**config.mk**
```make
export PLATFORM = sky130hd
export DESIGN_NAME = soc_clk_div_bank
export DESIGN_NICKNAME = d
export VERILOG_FILES = /design/src/rtl/soc_clk_div_pkg.sv /design/src/rtl/soc_clk_div_chan.sv /design/src/rtl/soc_clk_div_bank.sv
export SDC_FILE = /design/constraint.sdc
export NUM_CORES = 1
export LEC_CHECK = 0
export ABC_CLOCK_PERIOD_IN_PS = 3550
export BUFFER_PORTS_ARGS = -buffer_cell sky130_fd_sc_hd__buf_4
export CAP_MARGIN = 20
export CORE_ASPECT_RATIO = 1.5
export CORE_MARGIN = 2
export CORE_UTILIZATION = 57
export DETAILED_ROUTE_END_ITERATION = 7
export GPL_TIMING_DRIVEN = 0
export PLACE_DENSITY_LB_ADDON = 0.25
export SLEW_MARGIN = 5
export SYNTH_ARGS = -nofsm -noshare
export SYNTH_HDL_FRONTEND = slang
export SYNTH_HIERARCHICAL = 1
export SYNTH_SLANG_ARGS = --single-unit
```
**constraint.sdc**
```tcl
create_clock -name soc_clk -period 3.55 [get_ports soc_clk]
set_input_delay 0.355 -clock soc_clk [delete_from_list [all_inputs] [get_ports soc_clk]]
set_output_delay 0.355 -clock soc_clk [all_outputs]
set_load 0.02 [all_outputs]
```
**src/rtl/soc_clk_div_pkg.sv**
```systemverilog
// soc_clk_div_pkg
// Shared types, default constants and helpers for the multi-channel clock
// divider bank (soc_clk_div_bank / soc_clk_div_chan).
//   cfg_req_t       : layout of a configuration request (channel, divisor, enable)
//                     at the default widths.
//   DefResetDiv/En  : per-channel values loaded at reset (50 MHz -> 1 MHz).
//   div_below_two() : true when a divisor must be clamped up to 2.
package soc_clk_div_pkg;

    localparam int DefNumChannels = 2;
    localparam int DefCntWidth    = 16;
    localparam int MaxCntWidth    = 32;
    localparam int MaxChanWidth   = 4;

    localparam logic [DefCntWidth-1:0] DefResetDiv = 16'd50;
    localparam logic                   DefResetEn  = 1'b1;

    typedef struct packed {
        logic [MaxChanWidth-1:0] chan;
        logic [DefCntWidth-1:0]  div;
        logic                    en;
    } cfg_req_t;

    // Effective divisor is max(div, 2): anything below 2 (0 or 1) is clamped.
    // Callers zero-extend their divisor to MaxCntWidth bits.
    function automatic logic div_below_two(input logic [MaxCntWidth-1:0] div);
        return (div[MaxCntWidth-1:1] == '0);
    endfunction

endpackage

```
**src/rtl/soc_clk_div_chan.sv**
```systemverilog
// soc_clk_div_chan
// One divider channel: period counter, staging register for divisor updates,
// registered divided clock and start-of-period tick.
// Ports:
//   soc_clk, rst_n : clock, asynchronous active-low reset
//   wr_i           : configuration transfer targeted at this channel
//   wr_div_i       : new divisor
//   wr_en_i        : new enable
//   pend_o         : an update is staged and waits for the period boundary
//   div_clk_o      : divided clock (registered)
//   tick_o         : one-cycle pulse coincident with the rising edge of div_clk_o
module soc_clk_div_chan
    import soc_clk_div_pkg::*;
#(
    parameter int                  CntWidth = DefCntWidth,
    parameter logic [CntWidth-1:0] ResetDiv = CntWidth'(50),
    parameter logic                ResetEn  = 1'b1
) (
    input  logic                soc_clk,
    input  logic                rst_n,
    input  logic                wr_i,
    input  logic [CntWidth-1:0] wr_div_i,
    input  logic                wr_en_i,
    output logic                pend_o,
    output logic                div_clk_o,
    output logic                tick_o
);

    logic [CntWidth-1:0] div_q, div_d;
    logic [CntWidth-1:0] cnt_q, cnt_d;
    logic [CntWidth-1:0] stg_div_q, stg_div_d;
    logic                en_q, en_d;
    logic                pend_q, pend_d;
    logic                clk_q, clk_d;
    logic                tick_q, tick_d;

    logic [CntWidth-1:0] deff;
    logic [CntWidth-1:0] hi;
    logic [CntWidth-1:0] last_cnt;
    logic                active;
    logic                at_boundary;

    always_comb begin
        deff        = div_below_two(MaxCntWidth'(div_q)) ? CntWidth'(2) : div_q;
        hi          = deff >> 1;
        last_cnt    = deff - CntWidth'(1);
        active      = en_q && (div_q != '0);
        at_boundary = (cnt_q == last_cnt);

        div_d     = div_q;
        en_d      = en_q;
        pend_d    = pend_q;
        stg_div_d = stg_div_q;
        cnt_d     = '0;
        clk_d     = 1'b0;
        tick_d    = 1'b0;

        if (active) begin
            cnt_d  = at_boundary ? '0 : cnt_q + CntWidth'(1);
            // Outputs are registered: high in the cycle after cnt_q is 0..hi-1.
            clk_d  = (cnt_q < hi);
            tick_d = (cnt_q == '0);
            // A staged update only lands once the running period has finished.
            if (pend_q && at_boundary) begin
                div_d  = stg_div_q;
                pend_d = 1'b0;
            end
        end

        // The port never presents a transfer while pend_q is set, so a write
        // here cannot collide with the staged-apply path above.
        if (wr_i) begin
            if (!active || !wr_en_i) begin
                // Idle channel or a disable: take effect at once, restart low.
                div_d  = wr_div_i;
                en_d   = wr_en_i;
                pend_d = 1'b0;
                cnt_d  = '0;
                clk_d  = 1'b0;
                tick_d = 1'b0;
            end else begin
                // Running channel: stage it. A staged request always has
                // enable set (disables take the path above), so only the
                // divisor needs holding. A write on the boundary cycle is
                // applied at the following boundary because apply looks at
                // pend_q, not pend_d.
                stg_div_d = wr_div_i;
                pend_d    = 1'b1;
            end
        end
    end

    always_ff @(posedge soc_clk or negedge rst_n) begin
        if (!rst_n) begin
            div_q     <= ResetDiv;
            en_q      <= ResetEn;
            cnt_q     <= '0;
            stg_div_q <= '0;
            pend_q    <= 1'b0;
            clk_q     <= 1'b0;
            tick_q    <= 1'b0;
        end else begin
            div_q     <= div_d;
            en_q      <= en_d;
            cnt_q     <= cnt_d;
            stg_div_q <= stg_div_d;
            pend_q    <= pend_d;
            clk_q     <= clk_d;
            tick_q    <= tick_d;
        end
    end

    assign pend_o    = pend_q;
    assign div_clk_o = clk_q;
    assign tick_o    = tick_q;

endmodule

```
**src/rtl/soc_clk_div_bank.sv**
```systemverilog
// soc_clk_div_bank
// Bank of NumChannels run-time-programmable clock dividers / tick generators.
// A single valid/ready configuration port writes one channel per cycle.
// Ports:
//   soc_clk, rst_n : clock, asynchronous active-low reset
//   cfg_valid_i    : configuration request valid
//   cfg_ready_o    : request accepted this cycle when high together with valid
//   cfg_chan_i     : target channel index
//   cfg_div_i      : new divisor
//   cfg_en_i       : new enable
//   cfg_err_o      : one-cycle pulse after a request to a non-existent channel
//   div_clk_o      : divided clock per channel
//   tick_o         : start-of-period pulse per channel
module soc_clk_div_bank
    import soc_clk_div_pkg::*;
#(
    parameter int                               NumChannels = DefNumChannels,
    parameter int                               CntWidth    = DefCntWidth,
    parameter logic [NumChannels*CntWidth-1:0]  ResetDiv    = {NumChannels{DefResetDiv}},
    parameter logic [NumChannels-1:0]           ResetEn     = {NumChannels{DefResetEn}},
    localparam int                              ChanWidth   = (NumChannels > 1) ? $clog2(NumChannels) : 1
) (
    input  logic                   soc_clk,
    input  logic                   rst_n,
    input  logic                   cfg_valid_i,
    output logic                   cfg_ready_o,
    input  logic [ChanWidth-1:0]   cfg_chan_i,
    input  logic [CntWidth-1:0]    cfg_div_i,
    input  logic                   cfg_en_i,
    output logic                   cfg_err_o,
    output logic [NumChannels-1:0] div_clk_o,
    output logic [NumChannels-1:0] tick_o
);

    logic [NumChannels-1:0] pend;
    logic [NumChannels-1:0] wr;
    logic                   chan_in_range;
    logic                   xfer;
    logic                   cfg_err_q, cfg_err_d;

    assign chan_in_range = ({1'b0, cfg_chan_i} < (ChanWidth+1)'(NumChannels));

    // Out-of-range indices match no channel and are therefore always ready,
    // so they are accepted and dropped rather than stalling the port.
    always_comb begin
        cfg_ready_o = 1'b1;
        for (int c = 0; c < NumChannels; c++) begin
            if (cfg_chan_i == ChanWidth'(c)) begin
                cfg_ready_o = ~pend[c];
            end
        end
    end

    assign xfer      = cfg_valid_i && cfg_ready_o;
    assign cfg_err_d = xfer && !chan_in_range;

    generate
        for (genvar gi = 0; gi < NumChannels; gi++) begin : g_chan
            assign wr[gi] = xfer && (cfg_chan_i == ChanWidth'(gi));

            soc_clk_div_chan #(
                .CntWidth (CntWidth),
                .ResetDiv (ResetDiv[gi*CntWidth +: CntWidth]),
                .ResetEn  (ResetEn[gi])
            ) u_chan (
                .soc_clk   (soc_clk),
                .rst_n     (rst_n),
                .wr_i      (wr[gi]),
                .wr_div_i  (cfg_div_i),
                .wr_en_i   (cfg_en_i),
                .pend_o    (pend[gi]),
                .div_clk_o (div_clk_o[gi]),
                .tick_o    (tick_o[gi])
            );
        end
    endgenerate

    always_ff @(posedge soc_clk or negedge rst_n) begin
        if (!rst_n) begin
            cfg_err_q <= 1'b0;
        end else begin
            cfg_err_q <= cfg_err_d;
        end
    end

    assign cfg_err_o = cfg_err_q;

endmodule

```
### Word level (Yosys, flattened, before mapping)

Index checks and enable logic that the tools add are counted.

* input port bits: 21
* register bits after elaboration: 104

* muxes and demuxes: 39
* add/subtract/negate cells: 4
* reduce and logical (&&, ||, !) cells: 28
* $lt $le $gt $ge: 2
* bitwise logic cells: 5
* equality and inequality tests: 2

Operator list (number)
* $mux 16: 18
* $add 16x1->16 const B: 2
* $eq 16x16->1: 2
* $logic_not 16->1: 2
* $lt 16x15->1: 2
* $reduce_bool 16->1: 2
* $sub 16x1->16 const B: 2
* $logic_not 15->1: 2
* $mux 1: 21
* $reduce_and 2->1: 6
* $reduce_bool 2->1: 4
* $logic_and 1x1->1: 7
* $not 1->1: 5
* $logic_not 1->1: 3
* $logic_or 1x1->1: 2

### Longest topological paths before layout

* depth in word-level cells: 9
* gate-level depth with buffers: 16
* mapped depth without buffers: 11

### Hierarchy

The synthesis kept the hierarchy.

By module, submodules not included
* soc_clk_div_chan at g_chan[1].u_chan: cells each 388, area each 3534.6 um^2, times used 1, seq. area each 1306.3 um^2
* soc_clk_div_chan at g_chan[0].u_chan: cells each 371, area each 3422.0 um^2, times used 1, seq. area each 1306.3 um^2
* soc_clk_div_bank: cells each 5, area each 37.5 um^2, times used 1, seq. area each 0.0 um^2

### Worst setup path after synthesis

Ideal clock, no wire load.

* kind: flip-flop to flip-flop
* from: reg g_chan[1].u_chan.div_q[13]
* to: reg g_chan[1].u_chan.div_q[13]
* path slack: -0.379 ns
* clock period less this slack: 3.929 ns
* setup time: 0.082 ns
* arrival time: 3.847 ns
* cell stages (with the launch flop): 15
* buffers on the path: 3
* cells stage by stage: dfrtp_1 -> clkbuf_1 -> nor4_2 -> and4_1 -> clkbuf_1 -> nand2b_1 -> ha_1 -> nor3b_2 -> nand4_1 -> xnor2_1 -> or4_1 -> or4_4 -> buf_6 -> or4_1 -> a31oi_1

* cells in the longest elaborated chain, start to end: 9

RTL lines
* from (decl): RTL line soc_clk_div_chan.sv:29 `logic [CntWidth-1:0] div_q, div_d;`
* from (signal assigned): RTL line soc_clk_div_chan.sv:95 `div_q <= ResetDiv;`
* from (signal assigned): RTL line soc_clk_div_chan.sv:103 `div_q <= div_d;`
* $logic_not 15->1: RTL line soc_clk_div_pkg.sv:27 `return (div[MaxCntWidth-1:1] == '0);`
* $mux 16: RTL line soc_clk_div_chan.sv:44 `deff = div_below_two(MaxCntWidth'(div_q)) ? CntWidth'(2) : div_q;`
* $sub 16x1->16: RTL line soc_clk_div_chan.sv:46 `last_cnt = deff - CntWidth'(1);`
* $eq 16x16->1: RTL line soc_clk_div_chan.sv:48 `at_boundary = (cnt_q == last_cnt);`
* $logic_and 1x1->1: RTL line soc_clk_div_chan.sv:64 `if (pend_q && at_boundary) begin`
* $mux 16: RTL line soc_clk_div_chan.sv:64
* $mux 16: RTL line soc_clk_div_chan.sv:58 `if (active) begin`
* $mux 16: RTL line soc_clk_div_chan.sv:73 `if (!active || !wr_en_i) begin`
* $mux 16 (*): RTL line soc_clk_div_chan.sv:72 `if (wr_i) begin`
* via g_chan[1].u_chan.div_d[13]: RTL line soc_clk_div_chan.sv:29

Mark *: on every way through the listed nets, which the timed path passes. The rest lies on a longest branch.
A chain may end at the register's enable or synchronous reset.

### Final worst setup path

* from: reg g_chan[1].u_chan.div_q[10]
* to: reg g_chan[1].u_chan.div_q[13]

The elaborated chain is that of the path after synthesis.

==> qor.txt <==
run status - finished, violations left
failing checks - setup timing
sequential share of the synthesized area - 37.4%
P per Cell Area - 630 mW/mm^2
via count of the first global-routing pass - 6649
Lkg Pwr - 0.00376 uW
Synthesis Warnings - 6
global-route track usage on met1 - 29.3%
Rows - 49
grt peak-use layer - met2
Die X - 94.4 um
critical setup path kind - flip-flop to flip-flop
post-synth top area cell - dfrtp_1
worst vdd ir - 0.429 mV
number of vias in the routed layout - 6630
CTS buffer count - 9
via/cell ratio - 6.62
end of the worst register-to-register path - g_chan[1].u_chan/div_q[13]
Logic pwr share - 44.1%
count of input and output buffers - 25
post-detail-place hpwl - 15.1 mm
clock tree skew after final layout - 7.53 ps
Flop pwr share - 38.0%
global-route wire length before repair - 33.0 mm
most frequent cells in the layout - 87 x dfrtp_1, 70 x nor2_1, 65 x buf_4, 43 x nand3_1, 40 x inv_1
Final Slew Violations - 0
largest driver fanout on the critical path - 9
async set or reset register ratio after synthesis - 100%
antenna cell count - 0
critical path startpoint category - flip-flop
total of max-cap violations - 0
height of the die - 140 um
CP endpoint kind - flip-flop
CTS sink cnt - 104
worst-case reg-to-reg path depth - 14
met3 usage in global routing - 4.82%
combined flip-flop and latch cell area - 0.00262 sq mm
initial cell density of the core - 58.5%
number of buffers on the longest clock path - 2
RSZ-0062 raised after global routing - yes
clock tree from TritonCTS - done
final critical-path share of the clock period - 115%
Initial DRC Count - 346
power spent charging and discharging nets - 2290 uW
slew at the pin with the worst max-slew slack - 936 ps
origin of the critical flop-to-flop path - g_chan[1].u_chan/div_q[10]
post-route antenna net violation count - 0
worst skew pair latency - 360 ps
setup ws final - -548 ps
worst slew margin relative to its limit - 37.0%
Final Hold Violating Endpoints - 0
data required time of the critical path - 3810 ps
post-synth top area share - 34.3%
filler-free cell count of the finished design - 1001
number of iterations in the first detailed-routing pass - 5
proportion of total power due to net switching - 41.4%
final estimated routing congestion in global placement - 0.986
distinct cell type count of the synthesized netlist - 69
setup total negative slack - -12070 ps
Placed Cells incl. Taps - 943
sum of internal, switching and leakage power - 5530 uW
highest achievable clock rate - 0.244 GHz
min Tclk post-route - 4100 ps
DRC viols - 0
Max H-tree Level - 3
reg-to-reg slack, setup - -550 ps
cell types with the largest area share after synthesis - dfrtp_1 34%, ha_1 6.1%, mux2_2 5.5%
antenna violations before repair - 0
met2 routing resource usage after global routing - 63.8%
clock-pin slew reported for the worst setup and hold paths after clock tree synthesis - 70 ps
internal cell power - 3240 uW
net count after synthesis - 819
total of endpoints with negative setup slack in the final report - 56
die area - 0.0132 sq mm
Place WS - -1190 ps
Core Box Area - 0.0120 sq mm
class of the tightest hold or removal check - primary input to async pin
cell count after synthesis - 764
number of I/O pins - 27
Detailed Route WL - 22.2 mm
Syn Std Cell Area - 0.00699 sq mm
fraction of final layout cells with drive strength greater than 1 - 30.1%
Synth Area per Inst - 9.15 sq um
number of synthesized flops with an enable pin - 0
Critical Path AT - 4350 ps
count of state elements after synthesis - 104
Layout Nets - 898
filler cell count in the final layout - 842
clock root buffer - clkbuf_16
Main synth FF type - dfrtp_1
area taken by multi-input logic gates - 0.00454 sq mm
Clk pwr share - 17.9%
leading cell type in the layout, fill and taps excluded - dfrtp_1
global-route total usage across every layer - 32.2%
Post-CTS Hold Fix Bufs - 0
pin count of the biggest net entering global routing - 59
average wire per cell in the routed design - 22.1 um
global-route congestion overflow total - 0
Area Growth Syn to Fin - 25.7%
-- final cells by class --
type	instances	share of cell area [%]
inverters	40	1.71
multi-input cells	565	51.6
clock buffers	10	2.72
flip-flops and latches	104	29.9
repair buffers	77	8.03
plain buffers	46	3.32
well taps	153	2.18
clock inverters	6	0.584
-- critical path, stage by stage, from the launching register on --
cell and delay [ps]:
dfrtp_2 430, nor4_4 400, and4_1 280, clkbuf_8 140, nand2b_4 120, ha_4 130, nor3b_4 170, buf_6 150
nand4_1 150, xnor2_2 230, or4_4 450, or4_4 500, buf_6 180, or4_1 470, a31oi_1 190
-- registers in the layout, indices dropped and copies added, names as in the netlist --
signal                   flops
g_chan.u_chan/pend_o         2
g_chan.u_chan/en_q           2
g_chan.u_chan/stg_div_q     32
g_chan.u_chan/cnt_q         32
g_chan.u_chan/div_clk_o      2
g_chan.u_chan/div_q         32
g_chan.u_chan/tick_o         2
-- through the flow --
stage | area, sq um | hold slack, ps | util, %
floorplan | 7030 | 59.4 | -
global placement | 7410 | 487 | 62.0
detailed placement | 7440 | 421 | 62.2
CTS | 8180 | 43.8 | 68.4
global route | 8790 | 75.6 | 73.5
finish | 8790 | 27.7 | 73.5
-- layer usage --
metal	share of wire, %	up-vias
met2	56	278
met5	0	-
met1	32	3246
met3	3.6	131
li1	-	2975
met4	8.2	0
-- cell usage after synthesis (20+ instances only) --
library cell	n
dfrtp_1	96
nor2_1	86
nand3_1	44
inv_1	40
clkbuf_1	34
ha_1	34
mux2_2	34
a31oi_1	32
xnor2_1	31
xor2_1	29
nand2_1	26
nand4_1	23
or4_1	20
-- power groups by stage --
| stage | clock network [uW] | logic, uW | registers [uW] |
|---|---|---|---|
| 4_1_cts | 1000 | 2050 | 2030 |
| 3_3_place_gp | 0 | 1790 | 1990 |
| 5_1_grt | 1060 | 2610 | 2150 |
| 3_5_place_dp | 0 | 1870 | 2010 |
| 6_report | 991 | 2440 | 2100 |
| 2_1_floorplan | 0 | 1370 | 1900 |
-- repair_timing --
item	in CTS	in global routing
pin swaps	27	62
gates resized for setup	63	76
setup buffers	19	29
cloned	1	2
setup endpoints to repair	66	66
-- worst max path at each step --
stage                               start                          to  slack [ps]  cells after the start
6_report       g_chan[1].u_chan/div_q[10]  g_chan[1].u_chan/div_q[13]        -550                     14
3_3_place_gp    g_chan[1].u_chan/div_q[6]     g_chan[1].u_chan/pend_o       -1100                     15
5_1_grt        g_chan[1].u_chan/div_q[10]  g_chan[1].u_chan/div_q[13]        -650                     14
3_5_place_dp    g_chan[1].u_chan/div_q[6]     g_chan[1].u_chan/pend_o       -1190                     15
4_1_cts        g_chan[1].u_chan/div_q[11]  g_chan[1].u_chan/div_q[10]        -550                     14
2_1_floorplan  g_chan[1].u_chan/div_q[12]  g_chan[1].u_chan/div_q[10]         0.5                     13
-- cells by family after synthesis --
group / Yosys count / share of synthesized area, %
fa+ha+maj: 34 / 6.08
flops: 104 / 37.4
xor+xnor: 60 / 7.51
simple gates: 286 / 22.2
compound gates: 148 / 15.0
other cells: 1 / 0.0536
buf+inv: 95 / 5.99
mux: 36 / 5.76
Note: power is estimated with default switching activity, not from simulation.
